**src/rtl/mips_pkg.sv**
```systemverilog
// Shared definitions for the multi-cycle MIPS control path: opcodes, FSM state
// encodings, datapath selector codes and the control-vector layout.
package mips_pkg;

  localparam logic [5:0] OP_RTYPE = 6'h00;
  localparam logic [5:0] OP_J     = 6'h02;
  localparam logic [5:0] OP_BEQ   = 6'h04;
  localparam logic [5:0] OP_BNE   = 6'h05;
  localparam logic [5:0] OP_ADDI  = 6'h08;
  localparam logic [5:0] OP_LW    = 6'h23;
  localparam logic [5:0] OP_SW    = 6'h2B;

  // FETCH is encoded as zero so the debug state port reads 0 during reset.
  typedef enum logic [3:0] {
    ST_FETCH     = 4'd0,
    ST_DECODE    = 4'd1,
    ST_MEM_ADDR  = 4'd2,
    ST_MEM_READ  = 4'd3,
    ST_MEM_WB    = 4'd4,
    ST_MEM_WRITE = 4'd5,
    ST_EXECUTE   = 4'd6,
    ST_R_WB      = 4'd7,
    ST_ADDI_EXEC = 4'd8,
    ST_ADDI_WB   = 4'd9,
    ST_BRANCH    = 4'd10,
    ST_JUMP      = 4'd11
  } state_t;

  localparam logic [1:0] ALUOP_ADD   = 2'b00;
  localparam logic [1:0] ALUOP_SUB   = 2'b01;
  localparam logic [1:0] ALUOP_FUNCT = 2'b10;

  localparam logic [1:0] SRCB_RT     = 2'b00;
  localparam logic [1:0] SRCB_FOUR   = 2'b01;
  localparam logic [1:0] SRCB_IMM    = 2'b10;
  localparam logic [1:0] SRCB_IMM_SH = 2'b11;

  localparam logic [1:0] PCSRC_ALU    = 2'b00;
  localparam logic [1:0] PCSRC_ALUOUT = 2'b01;
  localparam logic [1:0] PCSRC_JUMP   = 2'b10;

  typedef struct packed {
    logic       iord;
    logic       alu_src_a;
    logic [1:0] alu_src_b;
    logic [1:0] pc_source;
    logic       reg_dst;
    logic       mem_to_reg;
    logic [1:0] alu_op;
    logic       mem_read;
    logic       mem_write;
    logic       ir_write;
    logic       pc_write;
    logic       pc_write_cond;
    logic       reg_write;
  } ctrl_t;

endpackage

```
**src/rtl/control_output_decoder.sv**
```systemverilog
// Combinational map from the controller state to the datapath control vector.
// Only FETCH looks at mem_ready, to gate the IR and PC update.
module control_output_decoder
  import mips_pkg::*;
(
  input  state_t state,
  input  logic   mem_ready,
  output ctrl_t  ctrl
);

  always_comb begin
    ctrl = '0;
    case (state)
      ST_FETCH: begin
        ctrl.mem_read  = 1'b1;
        ctrl.alu_src_b = SRCB_FOUR;
        ctrl.alu_op    = ALUOP_ADD;
        ctrl.pc_source = PCSRC_ALU;
        ctrl.ir_write  = mem_ready;
        ctrl.pc_write  = mem_ready;
      end
      ST_DECODE: begin
        ctrl.alu_src_b = SRCB_IMM_SH;
        ctrl.alu_op    = ALUOP_ADD;
      end
      ST_MEM_ADDR, ST_ADDI_EXEC: begin
        ctrl.alu_src_a = 1'b1;
        ctrl.alu_src_b = SRCB_IMM;
        ctrl.alu_op    = ALUOP_ADD;
      end
      ST_MEM_READ: begin
        ctrl.mem_read = 1'b1;
        ctrl.iord     = 1'b1;
      end
      ST_MEM_WB: begin
        ctrl.reg_write  = 1'b1;
        ctrl.mem_to_reg = 1'b1;
      end
      ST_MEM_WRITE: begin
        ctrl.mem_write = 1'b1;
        ctrl.iord      = 1'b1;
      end
      ST_EXECUTE: begin
        ctrl.alu_src_a = 1'b1;
        ctrl.alu_src_b = SRCB_RT;
        ctrl.alu_op    = ALUOP_FUNCT;
      end
      ST_R_WB: begin
        ctrl.reg_write = 1'b1;
        ctrl.reg_dst   = 1'b1;
      end
      ST_ADDI_WB: ctrl.reg_write = 1'b1;
      ST_BRANCH: begin
        ctrl.alu_src_a     = 1'b1;
        ctrl.alu_src_b     = SRCB_RT;
        ctrl.alu_op        = ALUOP_SUB;
        ctrl.pc_source     = PCSRC_ALUOUT;
        ctrl.pc_write_cond = 1'b1;
      end
      ST_JUMP: begin
        ctrl.pc_source = PCSRC_JUMP;
        ctrl.pc_write  = 1'b1;
      end
      default: ;
    endcase
  end

endmodule

```
**src/rtl/multicycle_control_unit.sv**
```systemverilog
// Multi-cycle MIPS controller: state register, opcode latch and next-state logic.
// Optional build macro MCU_BNE_EN adds bne (opcode 0x05) through the BRANCH state.
module multicycle_control_unit
  import mips_pkg::*;
#(
  parameter int OPCODE_W = 6,
  parameter int STATE_W  = 4
) (
  input  logic                clk,
  input  logic                reset,
  input  logic [OPCODE_W-1:0] in_Opcode,
  input  logic                in_MemReady,
  output logic                out_IorD,
  output logic                out_ALUSrcA,
  output logic [1:0]          out_ALUSrcB,
  output logic [1:0]          out_PCSource,
  output logic                out_RegDst,
  output logic                out_MemtoReg,
  output logic [1:0]          out_ALUOp,
  output logic                out_MemRead,
  output logic                out_MemWrite,
  output logic                out_IRWrite,
  output logic                out_PCWrite,
  output logic                out_PCWriteCond,
  output logic                out_RegWrite,
  output logic                out_BranchNE,
  output logic                out_IllegalOp,
  output logic [STATE_W-1:0]  out_State
);

  state_t              state_q, state_d;
  logic [OPCODE_W-1:0] opcode_q;
  logic                illegal;
  logic                branch_ne;
  ctrl_t               ctrl, ctrl_g;

  always_ff @(posedge clk or negedge reset) begin
    if (!reset) state_q <= ST_FETCH;
    else        state_q <= state_d;
  end

  // Opcode is captured in DECODE so later phases ignore whatever IR shows then.
  always_ff @(posedge clk) begin
    if (state_q == ST_DECODE) opcode_q <= in_Opcode;
  end

  always_comb begin
    state_d = state_q;
    illegal = 1'b0;
    case (state_q)
      ST_FETCH:     if (in_MemReady) state_d = ST_DECODE;
      ST_DECODE: begin
        case (in_Opcode)
          OPCODE_W'(OP_RTYPE):           state_d = ST_EXECUTE;
          OPCODE_W'(OP_LW), OPCODE_W'(OP_SW): state_d = ST_MEM_ADDR;
          OPCODE_W'(OP_BEQ):             state_d = ST_BRANCH;
          OPCODE_W'(OP_ADDI):            state_d = ST_ADDI_EXEC;
          OPCODE_W'(OP_J):               state_d = ST_JUMP;
`ifdef MCU_BNE_EN
          OPCODE_W'(OP_BNE):             state_d = ST_BRANCH;
`endif
          default: begin
            state_d = ST_FETCH;
            illegal = 1'b1;
          end
        endcase
      end
      ST_MEM_ADDR:  state_d = (opcode_q == OPCODE_W'(OP_SW)) ? ST_MEM_WRITE : ST_MEM_READ;
      ST_MEM_READ:  if (in_MemReady) state_d = ST_MEM_WB;
      ST_MEM_WRITE: if (in_MemReady) state_d = ST_FETCH;
      ST_EXECUTE:   state_d = ST_R_WB;
      ST_ADDI_EXEC: state_d = ST_ADDI_WB;
      default:      state_d = ST_FETCH;
    endcase
  end

  control_output_decoder u_decoder (
    .state     (state_q),
    .mem_ready (in_MemReady),
    .ctrl      (ctrl)
  );

`ifdef MCU_BNE_EN
  assign branch_ne = (state_q == ST_BRANCH) && (opcode_q == OPCODE_W'(OP_BNE));
`else
  assign branch_ne = 1'b0;
`endif

  // Everything is forced low while reset is held, so an abandoned store never writes.
  assign ctrl_g          = reset ? ctrl : '0;
  assign out_IorD        = ctrl_g.iord;
  assign out_ALUSrcA     = ctrl_g.alu_src_a;
  assign out_ALUSrcB     = ctrl_g.alu_src_b;
  assign out_PCSource    = ctrl_g.pc_source;
  assign out_RegDst      = ctrl_g.reg_dst;
  assign out_MemtoReg    = ctrl_g.mem_to_reg;
  assign out_ALUOp       = ctrl_g.alu_op;
  assign out_MemRead     = ctrl_g.mem_read;
  assign out_MemWrite    = ctrl_g.mem_write;
  assign out_IRWrite     = ctrl_g.ir_write;
  assign out_PCWrite     = ctrl_g.pc_write;
  assign out_PCWriteCond = ctrl_g.pc_write_cond;
  assign out_RegWrite    = ctrl_g.reg_write;
  assign out_BranchNE    = reset & branch_ne;
  assign out_IllegalOp   = reset & illegal;
  assign out_State       = STATE_W'(state_q);

endmodule

```
**config.mk**
```make
export PLATFORM = sky130hd
export DESIGN_NAME = multicycle_control_unit
export DESIGN_NICKNAME = d
export VERILOG_FILES = /design/src/rtl/mips_pkg.sv /design/src/rtl/control_output_decoder.sv /design/src/rtl/multicycle_control_unit.sv
export SDC_FILE = /design/constraint.sdc
export NUM_CORES = 1
export LEC_CHECK = 0
export ABC_AREA = 1
export BUFFER_PORTS_ARGS = -buffer_cell sky130_fd_sc_hd__buf_4
export CAP_MARGIN = 40
export CORE_MARGIN = 1
export CORE_UTILIZATION = 47
export DETAILED_ROUTE_END_ITERATION = 8
export PLACE_DENSITY = 0.78
export SETUP_SLACK_MARGIN = 0.3
export SYNTH_ARGS = -nofsm -noshare
export SYNTH_HDL_FRONTEND = slang
export SYNTH_SLANG_ARGS = --single-unit
```
**constraint.sdc**
```tcl
create_clock -name clk -period 1.3 [get_ports clk]
set_input_delay 0.195 -clock clk [delete_from_list [all_inputs] [get_ports clk]]
set_output_delay 0.195 -clock clk [all_outputs]
set_load 0.01 [all_outputs]
```
-- Yosys cells after proc, flatten, opt, wreduce, memory -nomap -nowiden
Cells that the tools add are included.
- register bits after elaboration: 10
- logic and storage cells: 55
- eq/ne operators: 20
- multiplexer cells: 22
- bitwise gates (word level): 1
- reduce and logical (&&, ||, !) cells: 10
- operators by type and width (operator ; count):
    4-bit one-hot mux with 7 select lines ; 1
    4-bit one-hot mux with 5 select lines ; 1
    6-bit == test, second input constant ; 3
    4-bit by 3-bit == test with 1-bit output, second input constant ; 4
    4-bit == test, second input constant ; 4
    16-bit two-way mux ; 1
    4-bit two-way mux ; 3
    1-bit two-way mux ; 11
    4-bit by 2-bit == test with 1-bit output, second input constant ; 2
    2-bit one-hot mux with 2 select lines ; 2
    2-bit OR reduction ; 4
    6-bit by 2-bit == test with 1-bit output, second input constant ; 1
    6-bit by 3-bit == test with 1-bit output, second input constant ; 1
    6-bit by 4-bit == test with 1-bit output, second input constant ; 1
    6-bit logical NOT ; 1
    2-bit != test, second input constant ; 3
    2-bit one-hot mux with 3 select lines ; 1
    6-bit OR reduction ; 1
    4-bit by 1-bit == test with 1-bit output, second input constant ; 1
    4-bit logical NOT ; 1
    4-bit OR reduction ; 1
    3-bit two-way mux ; 1
    3-bit AND reduction ; 1
    3-bit OR reduction ; 1
    other kinds (2) ; 2

-- Longest topological paths before layout
- depth in word-level cells: 5
- depth in mapped cells: 8
- gate-level depth less buffers: 8

-- Hierarchy
From an unflattened synthesis, not the netlist that was laid out.
- cells, all modules: 156
- area, all modules: 925.9 um2
- modules (own cells, without submodules) (module ; times used ; cells an instance ; area an instance (um2) ; sequential area each (um2)):
    multicycle_control_unit ; 1 ; 111 ; 724.4 ; 280.3
    control_output_decoder ; 1 ; 45 ; 201.4 ; 0.0

-- Worst setup path before layout
OpenSTA, ideal clock, no wires.
- path type: register -> output
- from: register state_q[2], in the netlist out_State[2]
- to: output port out_PCSource[0]
- arrival time: 1115 ps
- data required time: 1105 ps
- setup slack: -10 ps
- stages on the path, launching flop included: 5
- path buffers: 1
- path through: dfrtp_1 -> nor2_1 -> nand2_1 -> nor2_1 -> buf_4
- cells in the longest elaborated chain, start to end: 3
- elaborated cells on any way between the ends: 4
- classes of those cells: eq/ne (2); mux (2)
- RTL lines (element ; line ; RTL):
    start, declared ; multicycle_control_unit.sv:31 ; state_t state_q, state_d;
    start signal, assigned ; multicycle_control_unit.sv:39 ; else state_q <= state_d;
    4-bit == test ; control_output_decoder.sv:13 ; case (state)
    2-bit one-hot mux with 2 select lines (*) ; control_output_decoder.sv:13 ;
    16-bit two-way mux (*) ; multicycle_control_unit.sv:90 ; assign ctrl_g = reset ? ctrl : '0;
    end, declared ; multicycle_control_unit.sv:16 ; output logic [1:0] out_PCSource,
Every way passes the cells marked *; elsewhere a longest branch is shown, timed or not.

-- Final worst setup path
- from: register state_q[2], in the netlist out_State[2]
- to: output port out_ALUSrcB[1]
- cells in the longest elaborated chain, start to end: 4
- elaborated cells on any way between the ends: 7
- classes of those cells: eq/ne (3); mux (2); reduce/logical (2)
- RTL lines (element ; line ; RTL):
    4-bit by 2-bit == test with 1-bit output or 4-bit == test (tied branches) ; control_output_decoder.sv:13 ;
    2-bit OR reduction ; n/a ;
    2-bit one-hot mux with 3 select lines (*) ; control_output_decoder.sv:13 ;
    16-bit two-way mux (*) ; multicycle_control_unit.sv:90 ;
    end, declared ; multicycle_control_unit.sv:15 ; output logic [1:0] out_ALUSrcB,
Marks and branches as above.

==> metrics.md <==
| Metric | Value |
|---|---|
| Ports | 31 |
| Period utilization | 130% |
| Root buffer cell | clkbuf_4 |
| Leak | around 0.65 nW |
| Fmax | approximately 600 MHz |
| Commonest non-fill, non-tap cells in the layout | buf_4, nand2_1, nor2_1 |
| Unrepaired setup endpoints after global routing | yes |
| Die X | approximately 42 um |
| H-Tree Depth | 1 |
| Fin util | between 80% and 90% |
| Layout cells sized above 1 | 50.9% |
| Switching pwr | 1.09 mW |
| Design Area, Final | 0.00127 mm^2 |
| DR vias | 1010 |
| Seq pwr share | around 25% |
| Internal | approximately 1.3 mW |
| Final WL | roughly 2900 um |
| Met3 usage | under 10% |
| CTS max path bufs | 2 |
| DR DRC count | 0 |
| Final setup violation count | 24 |
| Post-DRT Antenna Nets | 0 |
| Most common cell after layout, fill and taps aside | buf_4 |
| Final HPWL DP | ~1700 um |
| GRT Total Usage | roughly 32% |
| CTS Buf Count | 3 |
| Overflow after GRT | 0 |
| Setup TNS | -5060 ps |
| Placement Rows | 14 |
| Gp weighted congestion | between 0.8 and 0.9 |
| Setup Slack @ Placement | -21.9 ps |
| Largest net degree at the start of global routing | 14 |
| Clock-pin slew on the worst setup and hold paths | roughly 70 ps |
| Clock skew | roughly 0.43 ps |
| Hold WS | 121 ps |
| Syn Inst Count | roughly 120 |
| Initial Util | 50.6% |
| Worst vdd ir | around 1.2 mV |
| Sequential fraction of the synthesis area | 36.4% |
| Number of global-route vias before repair | 895 |
| Pwr Density | 1870 mW/mm^2 |
| Max-cap check violation count | 0 |
| Post-synth cell types | 21 |
| Worst path slowest cell | dfrtp_2 |
| WP data arrival | 1490 ps |
| CTS tree | yes |
| Layout net count | 175 |
| DR iter-0 viols | 41 |
| Sink Count | 10 |
| Finished Layout Cells | between 150 and 200 |
| Filler instances | ~90 |
| DIE HEIGHT | approximately 42 um |
| Avg WL per Cell | 15.9 um |
| Number of cells after detailed placement | about 170 |
| Syn avg cell area | approximately 6.5 um^2 |
| GR peak layer | met2 |
| Hold Path Class | primary input to flop |
| Clk pwr share | under 10% |
| Crit path kind | flop to output port |
| Slew Viols, Final | 0 |
| Crit path max fanout | 6 |
| Crit path cell chain | nor2_1, nand2_2, nand2_2, buf_4, nand2_1, nand2_1, buf_4 |
| Final worst slack | -387 ps |
| CP Launch Type | flop |
| Syn nets | about 130 |
| Slowest cell delay on critical path | 460 ps |
| GR Util met2 | between 40% and 50% |
| Outcome | finished, violations left |
| Critical path capture point type | output port |
| TritonRoute pass-1 iters | 5 |
| Core region area | ~0.0015 mm^2 |
| Sw Share | between 40% and 50% |
| Register bit total from synthesis | 10 |
| Syn Std Cell Area | around 770 um^2 |
| GRT met1 Usage | between 30% and 40% |
| Diodes inserted | 0 |
| Die ar. | roughly 0.0018 mm^2 |
| DP Area | roughly 0.0011 mm^2 |
| CP bufs+invs | 2 |
| Min cycle time layout | 1690 ps |
| Area grow syn2layout | 64.4% |
| Initial antenna violation count | 0 |
| Global-route wire length before repair | 4200 um |
| Violated checks | negative setup slack |
| Vias per cell | between 5 and 6 |
| Combinational share of power | about 65% |
| Final Hold Vio Count | 0 |
| Synthesis Warnings | 0 |
| Total Power | roughly 2.4 mW |
| Latest clock arrival within the worst-skew pair | approximately 270 ps |
| Cell family with most CP delay | simple AND/OR/NAND/NOR gates |
| CP required | between 1000 and 1500 ps |
| PortBufs | 29 |
Yosys cell counts (all sizes together):
cell type	instances	area share (%)
nand3b	1	0.97
o21ai	5	3.2
nand2	35	18
a21oi	4	4.1
nand3	10	6.5
nor2	28	16
buf	2	1.9
dfrtp	4	13
nor3	5	3.2
edfxtp	6	23
conb	1	0.49
inv	15	7.3
nand4	1	0.81
clkbuf	1	0.49
state kept, by name (all words and copies together), names as in the netlist:
signal and flops:
opcode_q 6, out_State 4
path summary, 6_finish.rpt:
| check | from | end | slack (ps) | depth (start not counted) |
|---|---|---|---|---|
| min | in_Opcode[5] | opcode_q[5]$_DFFE_PP_ | 120 | 1 |
| max reg2reg | out_State[0]$_DFFE_PN0P_ | out_State[2]$_DFFE_PN0P_ | -100 | 9 |
| min in group asynchronous | reset | out_State[3]$_DFFE_PN0P_ | 470 | 3 |
| max in group asynchronous | reset | out_State[1]$_DFFE_PN0P_ | 620 | 3 |
| min reg2reg | opcode_q[4]$_DFFE_PP_ | out_State[1]$_DFFE_PN0P_ | 610 | 4 |
| max | out_State[2]$_DFFE_PN0P_ | out_ALUSrcB[1] | -390 | 7 |
layout make-up:
cell class | instances | area, um^2 | share of cell area (%)
clock buffer | 3 | 22.5 | 1.78
clock inverter | 1 | 3.75 | 0.296
inverter | 15 | 61.3 | 4.84
multi-input combinational | 90 | 502 | 39.6
sequential | 10 | 284 | 22.4
tap | 16 | 20.0 | 1.58
timing repair buffer | 46 | 374 | 29.5
repair_timing:
item                                   4_1_cts  5_1_grt
hold buffers                                 1        0
pin swaps                                    7        5
setup buffers                                7        4
gates resized for setup                     10       12
setup endpoints to repair                   31       31
endpoints found under the hold margin        4        0
kinds of logic (layout without fill, tap and decap cells):
logic type / after synthesis / after routing / share of synthesized area (%)
AO/OA/AOI/OAI: 9 / 9 / 7.30
buffers and inverters: 18 / 65 / 9.74
flip-flops: 10 / 10 / 36.4
other: 1 / 1 / 0.487
AND/OR/NAND/NOR: 80 / 80 / 46.1
routing by layer:
metal / share of wire (%) / up-vias
met5: 0 / -
met4: 5.1 / 0
met3: 8.4 / 18
met2: 48 / 70
met1: 38 / 453
li1: - / 469
power by group through the flow:
| stage | registers, mW | clock network [mW] | logic [mW] |
|---|---|---|---|
| detailed placement | 0.585 | 0 | 1.11 |
| global route | 0.611 | 0.251 | 1.64 |
| finish | 0.600 | 0.228 | 1.54 |
| global placement | 0.578 | 0 | 1.09 |
| floorplan | 0.583 | 0 | 0.723 |
| CTS | 0.578 | 0.232 | 1.32 |
Power figures use the tool's default switching activity.
